File: config.mk
export PLATFORM = sky130hd
export DESIGN_NAME = btn_debounce
export DESIGN_NICKNAME = d
export VERILOG_FILES = /design/src/rtl/btn_debounce.sv
export SDC_FILE = /design/constraint.sdc
export NUM_CORES = 1
export LEC_CHECK = 0
export CORE_ASPECT_RATIO = 0.8
export CORE_MARGIN = 2
export CORE_UTILIZATION = 60
export CTS_CLUSTER_DIAMETER = 30
export DETAILED_ROUTE_END_ITERATION = 16
export PLACE_DENSITY = 0.78
export SLEW_MARGIN = 20
export SYNTH_ARGS = -nofsm -noshare
export SYNTH_HDL_FRONTEND = slang
export SYNTH_SLANG_ARGS = --single-unit
File: constraint.sdc
create_clock -name sys_clk -period 4.05 [get_ports sys_clk]
set_input_delay 0.81 -clock sys_clk [delete_from_list [all_inputs] [get_ports sys_clk]]
set_output_delay 0.81 -clock sys_clk [all_outputs]
set_load 0.05 [all_outputs]
File: src/rtl/btn_debounce.sv
// rtl/btn_debounce.sv - per-button synchroniser, debouncer and press/release pulse generator
// Optional auto-repeat on held buttons is compiled in with `define BTN_REPEAT_EN.
module btn_debounce #(
    parameter int N_BTN          = 4,
    parameter int DEB_CYCLES     = 160000,
    parameter int BTN_ACTIVE_LOW = 1,
    parameter int REPEAT_DELAY   = 4000000,
    parameter int REPEAT_PERIOD  = 1600000
) (
    input  logic             sys_clk,
    input  logic             reset,
    input  logic [N_BTN-1:0] btn_raw,
    output logic [N_BTN-1:0] btn_level,
    output logic [N_BTN-1:0] btn_press,
    output logic [N_BTN-1:0] btn_release
);

    localparam int CW = $clog2(DEB_CYCLES) + 1;
    localparam logic [CW-1:0] CNT_ONE  = CW'(1);
    localparam logic [CW-1:0] CNT_LAST = CW'(DEB_CYCLES - 1);
    localparam logic [CW-1:0] CNT_MAX  = {CW{1'b1}};
    localparam logic [N_BTN-1:0] RAW_RELEASED =
        (BTN_ACTIVE_LOW != 0) ? {N_BTN{1'b1}} : {N_BTN{1'b0}};

    typedef enum logic [1:0] {
        IDLE,
        PRESS_WAIT,
        HELD,
        RELEASE_WAIT
    } state_t;

    // Parameter legality is enforced at elaboration so a bad build never reaches silicon.
    if (N_BTN < 1) begin : g_bad_n_btn
        $error("btn_debounce: N_BTN must be at least 1");
    end
    if (DEB_CYCLES < 2 || DEB_CYCLES > (1 << 20)) begin : g_bad_deb_cycles
        $error("btn_debounce: DEB_CYCLES must be within 2..2^20");
    end
    if (REPEAT_DELAY < 1 || REPEAT_PERIOD < 1) begin : g_bad_repeat
        $error("btn_debounce: REPEAT_DELAY and REPEAT_PERIOD must be at least 1");
    end

    logic [N_BTN-1:0] sync1;
    logic [N_BTN-1:0] sync2;
    logic [N_BTN-1:0] s;

    always_ff @(posedge sys_clk or negedge reset) begin
        if (!reset) begin
            sync1 <= RAW_RELEASED;
            sync2 <= RAW_RELEASED;
        end else begin
            sync1 <= btn_raw;
            sync2 <= sync1;
        end
    end

    assign s = (BTN_ACTIVE_LOW != 0) ? ~sync2 : sync2;

    for (genvar i = 0; i < N_BTN; i++) begin : g_ch
        state_t        state;
        state_t        state_nxt;
        logic [CW-1:0] cnt;
        logic [CW-1:0] cnt_nxt;
        logic [CW-1:0] cnt_inc;
        logic          level_q;
        logic          press_q;
        logic          release_q;
        logic          level_nxt;
        logic          press_nxt;
        logic          release_nxt;
        logic          rep_fire;

        assign cnt_inc = (cnt == CNT_MAX) ? cnt : cnt + CNT_ONE;

        always_comb begin
            state_nxt   = state;
            cnt_nxt     = cnt;
            level_nxt   = level_q;
            press_nxt   = 1'b0;
            release_nxt = 1'b0;
            case (state)
                IDLE: begin
                    if (s[i]) begin
                        state_nxt = PRESS_WAIT;
                        cnt_nxt   = CNT_ONE;
                    end
                end
                PRESS_WAIT: begin
                    if (!s[i]) begin
                        state_nxt = IDLE;
                        cnt_nxt   = '0;
                    end else if (cnt == CNT_LAST) begin
                        state_nxt = HELD;
                        cnt_nxt   = '0;
                        level_nxt = 1'b1;
                        press_nxt = 1'b1;
                    end else begin
                        cnt_nxt = cnt_inc;
                    end
                end
                HELD: begin
                    if (!s[i]) begin
                        state_nxt = RELEASE_WAIT;
                        cnt_nxt   = CNT_ONE;
                    end else begin
                        press_nxt = rep_fire;
                    end
                end
                RELEASE_WAIT: begin
                    if (s[i]) begin
                        state_nxt = HELD;
                        cnt_nxt   = '0;
                    end else if (cnt == CNT_LAST) begin
                        state_nxt   = IDLE;
                        cnt_nxt     = '0;
                        level_nxt   = 1'b0;
                        release_nxt = 1'b1;
                    end else begin
                        cnt_nxt = cnt_inc;
                    end
                end
                default: begin
                    state_nxt = IDLE;
                    cnt_nxt   = '0;
                    level_nxt = 1'b0;
                end
            endcase
        end

        always_ff @(posedge sys_clk or negedge reset) begin
            if (!reset) begin
                state     <= IDLE;
                cnt       <= '0;
                level_q   <= 1'b0;
                press_q   <= 1'b0;
                release_q <= 1'b0;
            end else begin
                state     <= state_nxt;
                cnt       <= cnt_nxt;
                level_q   <= level_nxt;
                press_q   <= press_nxt;
                release_q <= release_nxt;
            end
        end

`ifdef BTN_REPEAT_EN
        localparam int RMAX = (REPEAT_DELAY > REPEAT_PERIOD) ? REPEAT_DELAY : REPEAT_PERIOD;
        localparam int RCW  = $clog2(RMAX) + 1;
        localparam logic [RCW-1:0] RD_LAST = RCW'(REPEAT_DELAY - 1);
        localparam logic [RCW-1:0] RP_LAST = RCW'(REPEAT_PERIOD - 1);

        logic [RCW-1:0] rcnt;
        logic [RCW-1:0] rcnt_nxt;
        logic           rep_periodic;
        logic           rep_periodic_nxt;

        // Counts only while settled in HELD; a pending release freezes it, leaving HELD
        // for good (IDLE/PRESS_WAIT) clears it.
        always_comb begin
            rcnt_nxt         = rcnt;
            rep_periodic_nxt = rep_periodic;
            rep_fire         = 1'b0;
            if (state == HELD && s[i]) begin
                if (rcnt == (rep_periodic ? RP_LAST : RD_LAST)) begin
                    rep_fire         = 1'b1;
                    rcnt_nxt         = '0;
                    rep_periodic_nxt = 1'b1;
                end else begin
                    rcnt_nxt = rcnt + {{(RCW-1){1'b0}}, 1'b1};
                end
            end else if (state == IDLE || state == PRESS_WAIT) begin
                rcnt_nxt         = '0;
                rep_periodic_nxt = 1'b0;
            end
        end

        always_ff @(posedge sys_clk or negedge reset) begin
            if (!reset) begin
                rcnt         <= '0;
                rep_periodic <= 1'b0;
            end else begin
                rcnt         <= rcnt_nxt;
                rep_periodic <= rep_periodic_nxt;
            end
        end
`else
        assign rep_fire = 1'b0;
`endif

        assign btn_level[i]   = level_q;
        assign btn_press[i]   = press_q;
        assign btn_release[i] = release_q;
    end

endmodule

## Yosys cells after proc, flatten, opt, wreduce, memory -nomap -nowiden

Cells that the tools add are included.

| word-level totals | value |
|---|---|
| bits in registers | 104 |
| input bits | 6 |
| output and inout port bits | 12 |

| operators by class | value |
|---|---|
| $add $sub $neg | 4 |
| eq/ne operators | 52 |
| muxes and demuxes | 96 |
| bitwise gates (word level) | 1 |
| reduce and logical (&&, ||, !) cells | 20 |

Operator list:

| cell | number |
|---|---|
| 2-to-1 mux 19 bit | 24 |
| case mux 19 bit (4 select lines) | 4 |
| adder 19 x 1 -> 19 bit, second input constant | 4 |
| equality test 19 x 18 -> 1 bit, second input constant | 4 |
| equality test 19 bit, second input constant | 4 |
| 2-to-1 mux 2 bit | 24 |
| != test 2 bit, second input constant | 24 |
| 2-to-1 mux 1 bit | 36 |
| case mux 2 bit (4 select lines) | 4 |
| != test 3 bit, second input constant | 8 |
| AND reduction 5 bit | 4 |
| equality test 2 bit, second input constant | 8 |
| AND reduction 4 bit | 4 |
| equality test 2 x 1 -> 1 bit, second input constant | 4 |
| zero test 2 bit | 4 |
| case mux 1 bit (2 select lines) | 4 |
| AND reduction 2 bit | 4 |
| nonzero test 2 bit | 4 |
| NOT 4 bit | 1 |

## Logic depth before layout (Yosys ltp)

Gate-level depths: netlist of the first run.

| depth | value |
|---|---|
| depth after elaboration | 5 |
| gate-level depth with buffers | 8 |
| depth with buffers taken out | 6 |

## Worst setup path before layout of the first run

No wires, ideal clock.

| timing | value |
|---|---|
| path type | reg-to-reg |
| start | register g_ch[0].cnt[0] |
| end | register g_ch[0].cnt[13] |
| library setup time | 119 ps |
| data arrival time | 1,828 ps |
| path slack | 2,104 ps |
| cell stages (with the launch flop) | 9 |
| buffers on the path | 2 |
| clock period less this slack | 1,946 ps |
| cell sequence | dfrtp_1 > ha_1 > and3_1 > and3_1 > buf_2 > buf_6 > a2111oi_1 > xnor2_1 > nor2_1 |

| on the way | value |
|---|---|
| cells in the longest elaborated chain, start to end | 5 |
| elaborated cells between the ends (all ways) | 8 |

RTL lines:

| element | line | RTL |
|---|---|---|
| start: declaration | 62 | `logic [CW-1:0] cnt;` |
| start signal: assignment | 139 | `cnt <= cnt_nxt;` |
| adder 19 x 1 -> 19 bit / equality test 19 bit (equally long branches) | 73 | `assign cnt_inc = (cnt == CNT_MAX) ? cnt : cnt + CNT_ONE;` |
| 2-to-1 mux 19 bit | 73 |  |
| 2-to-1 mux 19 bit * | 92, 113 |  |
| 2-to-1 mux 19 bit (on tied branches) | 110, 89 |  |
| case mux 19 bit (4 select lines) * | 81 | `case (state)` |

Mark *: on every way between the ends. The rest lies on a longest branch, timed or not.
A chain may end at the register's enable or synchronous reset.

## Worst setup path in the final report of the first run

| timing | value |
|---|---|
| start | register g_ch[2].cnt[8] |
| end | register g_ch[2].cnt[15] |

| on the way | value |
|---|---|
| cells in the longest elaborated chain, start to end | 5 |
| elaborated cells between the ends (all ways) | 8 |

RTL lines:

| element | line |
|---|---|
| start: declaration | 62 |
| start signal: assignment | 139 |
| adder 19 x 1 -> 19 bit / equality test 19 bit (equally long branches) | 73 |
| 2-to-1 mux 19 bit | 73 |
| 2-to-1 mux 19 bit * | 92, 113 |
| 2-to-1 mux 19 bit (on tied branches) | 110, 89 |
| case mux 19 bit (4 select lines) * | 81 |

Marked as above.

==> metrics.md, run 1 <==
| Metric | Value |
|---|---|
| Status | `completed` |
| Post-DR wirelength/cell | `16.4 um` |
| Synth cell types | `60` |
| Register bit total from synthesis | `104` |
| Synth Cell Area | `5800 sq um` |
| P&R area growth vs syn | `7.88%` |
| Mux cell area share after synthesis | `0.00173` |
| Lkg Pwr | `2.44 nW` |
| Largest family of logic cells by synthesized area | `simple AND/OR/NAND/NOR gates` |
| CTS Hold Bufs | `0` |
| Top_reg_cell synth | `dfrtp_1` |
| CTS H-tree depth | `3` |
| Setup_tns | `0 ns` |
| Post-synth EDFFs | `0` |
| Yosys warnings | `0` |
| Final instance area | `6250 sq um` |
| Sequential Area | `2610 sq um` |
| Synth Area in Adders | `0.00863` |
| FFs w/ async S/R, synth | `1.00` |
| RSZ-0062 raised after global routing | `false` |
| M1 WL | `5.76 mm` |
| Startpoint types | `flip-flop` |
| Crit path required time | `4.25 ns` |
| Nets | `628` |
| Iteration-0 DRC Markers | `379` |
| Clk_skew | `0.00750 ns` |
| Antenna Nets Post-Route | `0` |
| Most common cell after layout, fill and taps aside | `dfrtp_1` |
| Pin count of the biggest net entering global routing | `69` |
| Final Hold Viols | `0` |
| FF-to-FF path depth | `5` |
| Fin crit share | `0.626` |
| I/O Buffers | `17` |
| Post-Synth Simple-Gate Area | `0.237` |
| CTS tree | `done` |
| Filler cells | `744` |
| Post-route insts no fill | `741` |
| Vias in the first global route | `4472` |
| Total gr overflow | `0` |
| Dpl hpwl | `8.13 mm` |
| Area contributors post-synth | `dfrtp_1, xnor2_1, dfstp_2, nor2_1, nand3_1` |
| Routed met2 length | `5.68 mm` |
| Syn_area_per_cell | `9.32 sq um` |
| Max VDD drop | `325 uV` |
| Post-layout util | `0.656` |
| Slew @ Worst Pin | `1.04 ns` |
| Area of the multi-input gates | `2860 sq um` |
| CTS max path bufs | `2` |
| Antenna Cells | `0` |
| PostCTS Resize Cnt | `0` |
| Die height | `91.9 um` |
| Clock Sinks | `104` |
| Postcts setup bufs | `0` |
| Drt first pass iters | `5` |
| Post-synthesis compound-gate area fraction | `0.199` |
| Hold Crit Start | `sync1[3]` |
| Crit-path max FO | `13` |
| Max Fclk | `0.395 GHz` |
| Rows | `32` |
| WP data arrival | `2.73 ns` |
| P per Cell Area | `374 nW/um^2` |
| Root Buffer | `clkbuf_16` |
| Die width | `114 um` |
| Commonest non-fill, non-tap cells in the layout | `dfrtp_1, nor2_1, nand2_1` |
| Share of layout cells above drive strength 1 | `0.0916` |
| Worst slew margin | `0.300` |
| Inst Count DP | `726` |
| Cell taking the most area after synthesis | `dfrtp_1` |
| End of the critical path | `g_ch[2].cnt[15]` |
| CP Capture Type | `flip-flop` |
| R2r setup slk | `1.52 ns` |
| Via count | `4768` |
| Mean number of vias per cell | `6.43` |
| Maxcap violations | `0` |
| First-pass GRT wire length | `21.0 mm` |
| Final Critical Period | `2.53 ns` |
| Top layer in use | `met4` |
| Clock latency on the worst-skew pair | `0.35 ns` |
| Hold Crit Class | `flip-flop to flip-flop` |
| Synth Instances | `622` |
| R2R Path Start | `g_ch[2].cnt[8]` |
| Critical path class | `flip-flop to flip-flop` |
| Num CTS Buffers | `9` |
| Initial Util | `0.608` |
| DIE AREA | `10500 sq um` |
| Seq/Total Area, Yosys | `0.451` |
| Post-Synth XOR/XNOR Area | `0.0464` |
| DRC Markers | `0` |
| Clk slew on worst S/H paths | `0.07 ns` |
| Synth top area share | `0.414` |
| Antenna violations before repair | `0` |
| Wire length on met3 | `634 um` |
| GRT Total Usage | `0.246` |
| IO Pins | `18` |
| Placed instance area | `5910 sq um` |
| Final setup fails | `0` |
| Worst R2R End | `g_ch[2].cnt[15]` |
| Core ar. | `9530 sq um` |
| Setup crit start | `g_ch[2].cnt[8]` |
| GP Congestion | `0.911` |
| Synthesized Nets | `632` |
| WL final | `12.2 mm` |
| Slew Limit Fails | `0` |
## power breakdown
| group | total (mW) | switching [mW] | internal [mW] | leakage (nW) |
|---|---|---|---|---|
| sequential | 1.13 | 0.0503 | 1.08 | 1.40 |
| combinational | 0.222 | 0.143 | 0.0793 | 0.877 |
| clock | 0.986 | 0.367 | 0.618 | 0.163 |
| total | 2.34 | 0.560 | 1.78 | 2.44 |
## metal layers
layer	vias to the layer above	track usage
li1	2308	-
met1	2302	0.351
met2	147	0.379
met3	11	0.0615
met4	0	0.0610
met5	-	0
## per-stage QoR
step | hold WS, ns | setup WS (ns) | total power, mW
after floorplan | 0.345 | 2.10 | 1.31
after detailed placement | 0.348 | 1.51 | 1.37
after global routing | 0.359 | 1.25 | 2.43
after CTS | 0.358 | 1.50 | 2.36
after global placement | 0.346 | 1.59 | 1.36
final | 0.357 | 1.52 | 2.34
## layout make-up
cell class,count,share of cell area
Sequential cell,104,0.418
Tap cell,119,0.0238
Clock inverter,3,0.0144
Timing Repair Buffer,24,0.0352
Clock buffer,12,0.0394
Multi-Input combinational cell,460,0.458
Inverter,19,0.0114
## registers in the layout, summed over array words and instances, names as in the netlist, named ones only
name            cells
g_ch.press_q        4
g_ch.state          4
sync2               4
sync1               4
g_ch.level_q        4
g_ch.cnt           76
g_ch.release_q      4
## synthesized netlist by cell type (9+ instances only)
cell type  count
dfrtp_1       96
a211oi_1      10
o21ai_0       30
and3_1        15
nor2_1        55
xnor2_1       27
a21oi_1       36
buf_4         16
a21o_1         9
buf_2         14
inv_1         19
a31oi_1       27
nand4_1       15
nor3_1        17
nand2_1       51
nand3_1       40
or4_1         12
## worst min path at each step
stage | end | slack, ns | cells after the start
floorplan | sync2[0] | 0.35 | 0
global placement | sync2[3] | 0.35 | 0
detailed placement | sync2[1] | 0.35 | 0
CTS | sync2[3] | 0.36 | 0
global route | sync2[1] | 0.36 | 0
finish | sync2[3] | 0.36 | 0
## worst max-delay path, stage by stage (launching register included)
cell and delay (ns):
dfrtp_1 0.45, or4b_1 0.56, nor3_2 0.24, a21oi_1 0.27
nor2_1 0.73, nor2_1 0.12
## cell families (layout without fill, tap and decap cells)
kind of cell,Yosys count,after routing
AND/OR/NAND/NOR,254,254
adder cells (fa/ha/maj),4,4
flip-flops,104,104
XOR/XNOR,29,29
AO/OA/AOI/OAI,172,172
buffers and inverters,58,58
multiplexers,1,1
Power figures use the tool's default switching activity.
==> run 2, diff against run 1 <==
==> constraint.sdc (replaced) <==
create_clock -name sys_clk -period 2.5 [get_ports sys_clk]
set_input_delay 0.5 -clock sys_clk [delete_from_list [all_inputs] [get_ports sys_clk]]
set_output_delay 0.5 -clock sys_clk [all_outputs]
set_load 0.05 [all_outputs]
==> metrics.md, run 2 (synthesis gave the netlist of run 1 again) <==
| Metric | Value |
|---|---|
| Postcts setup bufs | `0 (unchanged)` |
| GP Congestion | `0.891 (was 0.911)` |
| Top layer in use | `met4 (unchanged)` |
| Iteration-0 DRC Markers | `486 (was 379)` |
| Rows | `32 (unchanged)` |
| CTS max path bufs | `2 (unchanged)` |
| Final instance area | `6300 sq um (was 6250 sq um)` |
| Clk slew on worst S/H paths | `0.07 ns (about the same)` |
| Total gr overflow | `0 (unchanged)` |
| Slew @ Worst Pin | `0.965 ns (was 1.04 ns)` |
| Most common cell after layout, fill and taps aside | `dfrtp_1 (unchanged)` |
| Filler cells | `751 (was 744)` |
| GRT Total Usage | `0.254 (was 0.246)` |
| Num CTS Buffers | `9 (unchanged)` |
| Root Buffer | `clkbuf_16 (unchanged)` |
| Clk_skew | `0.00749 ns (was 0.00750 ns)` |
| Max Fclk | `0.446 GHz (was 0.395 GHz)` |
| CP Capture Type | `flip-flop (unchanged)` |
| Core ar. | `9530 sq um (unchanged)` |
| Antenna Cells | `0 (unchanged)` |
| Placed instance area | `5990 sq um (was 5910 sq um)` |
| Maxcap violations | `0 (unchanged)` |
| Final Critical Period | `2.24 ns (was 2.53 ns)` |
| Wire length on met3 | `567 um (was 634 um)` |
| Final setup fails | `0 (unchanged)` |
| Crit-path max FO | `12 (was 13)` |
| IO Pins | `18 (unchanged)` |
| CTS H-tree depth | `3 (unchanged)` |
| Crit path required time | `2.72 ns (was 4.25 ns)` |
| Place WS | `0.301 ns (was 1.51 ns)` |
| RSZ-0062 raised after global routing | `false (unchanged)` |
| Routed met2 length | `5.83 mm (was 5.68 mm)` |
| Lkg Pwr | `2.48 nW (was 2.44 nW)` |
| Startpoint types | `flip-flop (unchanged)` |
| CTS Hold Bufs | `0 (unchanged)` |
| Final Hold Viols | `0 (unchanged)` |
| Vias in the first global route | `4569 (was 4472)` |
| Share of layout cells above drive strength 1 | `0.106 (was 0.0916)` |
| Mean number of vias per cell | `6.48 (was 6.43)` |
| Die width | `114 um (unchanged)` |
| Critical path class | `flip-flop to flip-flop (unchanged)` |
| Fin crit share | `0.898 (was 0.626)` |
| Max VDD drop | `356 uV (was 325 uV)` |
| Pin count of the biggest net entering global routing | `40 (was 69)` |
| DIE AREA | `10500 sq um (unchanged)` |
| Dpl hpwl | `8.49 mm (was 8.13 mm)` |
| WP data arrival | `2.46 ns (was 2.73 ns)` |
| Initial Util | `0.608 (unchanged)` |
| Hold Crit Class | `input pin to async pin (was flip-flop to flip-flop)` |
| Worst slew margin | `0.354 (was 0.300)` |
| First-pass GRT wire length | `21.6 mm (was 21.0 mm)` |
| Slew Limit Fails | `0 (unchanged)` |
| Die height | `91.9 um (unchanged)` |
| Largest Register | `g_ch.cnt (unchanged)` |
| DRC Markers | `0 (unchanged)` |
| Worst Slack Setup Final | `0.255 ns (was 1.52 ns)` |
| Post-DR wirelength/cell | `16.4 um (about the same)` |
| Pwr Total | `3.65 mW (was 2.34 mW)` |
| CTS tree | `done (unchanged)` |
| Commonest non-fill, non-tap cells in the layout | `dfrtp_1, nor2_1, nand2_1 (unchanged)` |
| Nets | `637 (was 628)` |
| PostCTS Resize Cnt | `0 (unchanged)` |
| Max reg flops | `76 (unchanged)` |
| Status | `completed (unchanged)` |
| Clock Sinks | `104 (unchanged)` |
| Antenna Nets Post-Route | `0 (unchanged)` |
| M1 WL | `5.81 mm (was 5.76 mm)` |
| Setup_tns | `0 ns (unchanged)` |
| WL final | `12.3 mm (was 12.2 mm)` |
| Clock latency on the worst-skew pair | `0.35 ns (about the same)` |
| Via count | `4865 (was 4768)` |
| P&R area growth vs syn | `8.72% (was 7.88%)` |
| Drt first pass iters | `5 (unchanged)` |
| Antenna violations before repair | `0 (unchanged)` |
| I/O Buffers | `17 (unchanged)` |
| P per Cell Area | `580 nW/um^2 (was 374 nW/um^2)` |
run 2: final cells by class:
class                      count  area [sq um]  share of cell area
tap                          119           149              0.0236
timing repair buffer          33           300              0.0476
clock inverter                 4          51.3             0.00814
sequential                   104          2610               0.415
inverter                      19          71.3              0.0113
clock buffer                  12           256              0.0407
multi-input combinational    460          2860               0.454
run 2: worst paths after layout:
path / start / to / slack [ns] / cells after the start
worst max-delay path: g_ch[3].cnt[9] / g_ch[3].cnt[16] / 0.26 / 6
worst min-delay path: reset / g_ch[2].press_q / 0.12 / 1
worst max register to register: g_ch[3].cnt[9] / g_ch[3].cnt[16] / 0.26 / 6
worst min register to register: sync1[3] / sync2[3] / 0.36 / 0
max in group asynchronous: reset / sync2[0] / 1.68 / 2
min in group sys_clk: sync1[3] / sync2[3] / 0.36 / 0
run 2: through the flow:
step / instances / util / hold slack (ns)
global route: 751 / 0.661 / 0.153
CTS: 751 / 0.661 / 0.134
finish: 751 / 0.661 / 0.119
floorplan: 622 / - / 0.204
detailed placement: 735 / 0.629 / 0.349
global placement: 735 / 0.629 / 0.346
run 2: routing by layer:
layer / GRT usage / vias to the layer above
met5: 0 / -
met4: 0.0630 / 0
met3: 0.0502 / 17
met2: 0.397 / 140
met1: 0.366 / 2389
li1: - / 2319
run 2: power by group:
part / leakage, nW / total [mW] / internal (mW) / switching [mW]
combinational: 0.928 / 0.377 / 0.136 / 0.241
clock: 0.149 / 1.44 / 0.833 / 0.610
sequential: 1.40 / 1.83 / 1.75 / 0.0816
run 2: critical path: stages (launching register included):
cell and delay [ns]:
dfrtp_1 0.46, or4b_1 0.57, nor3_2 0.26, a21oi_1 0.28
buf_4 0.27, a41oi_1 0.21, a21oi_1 0.06
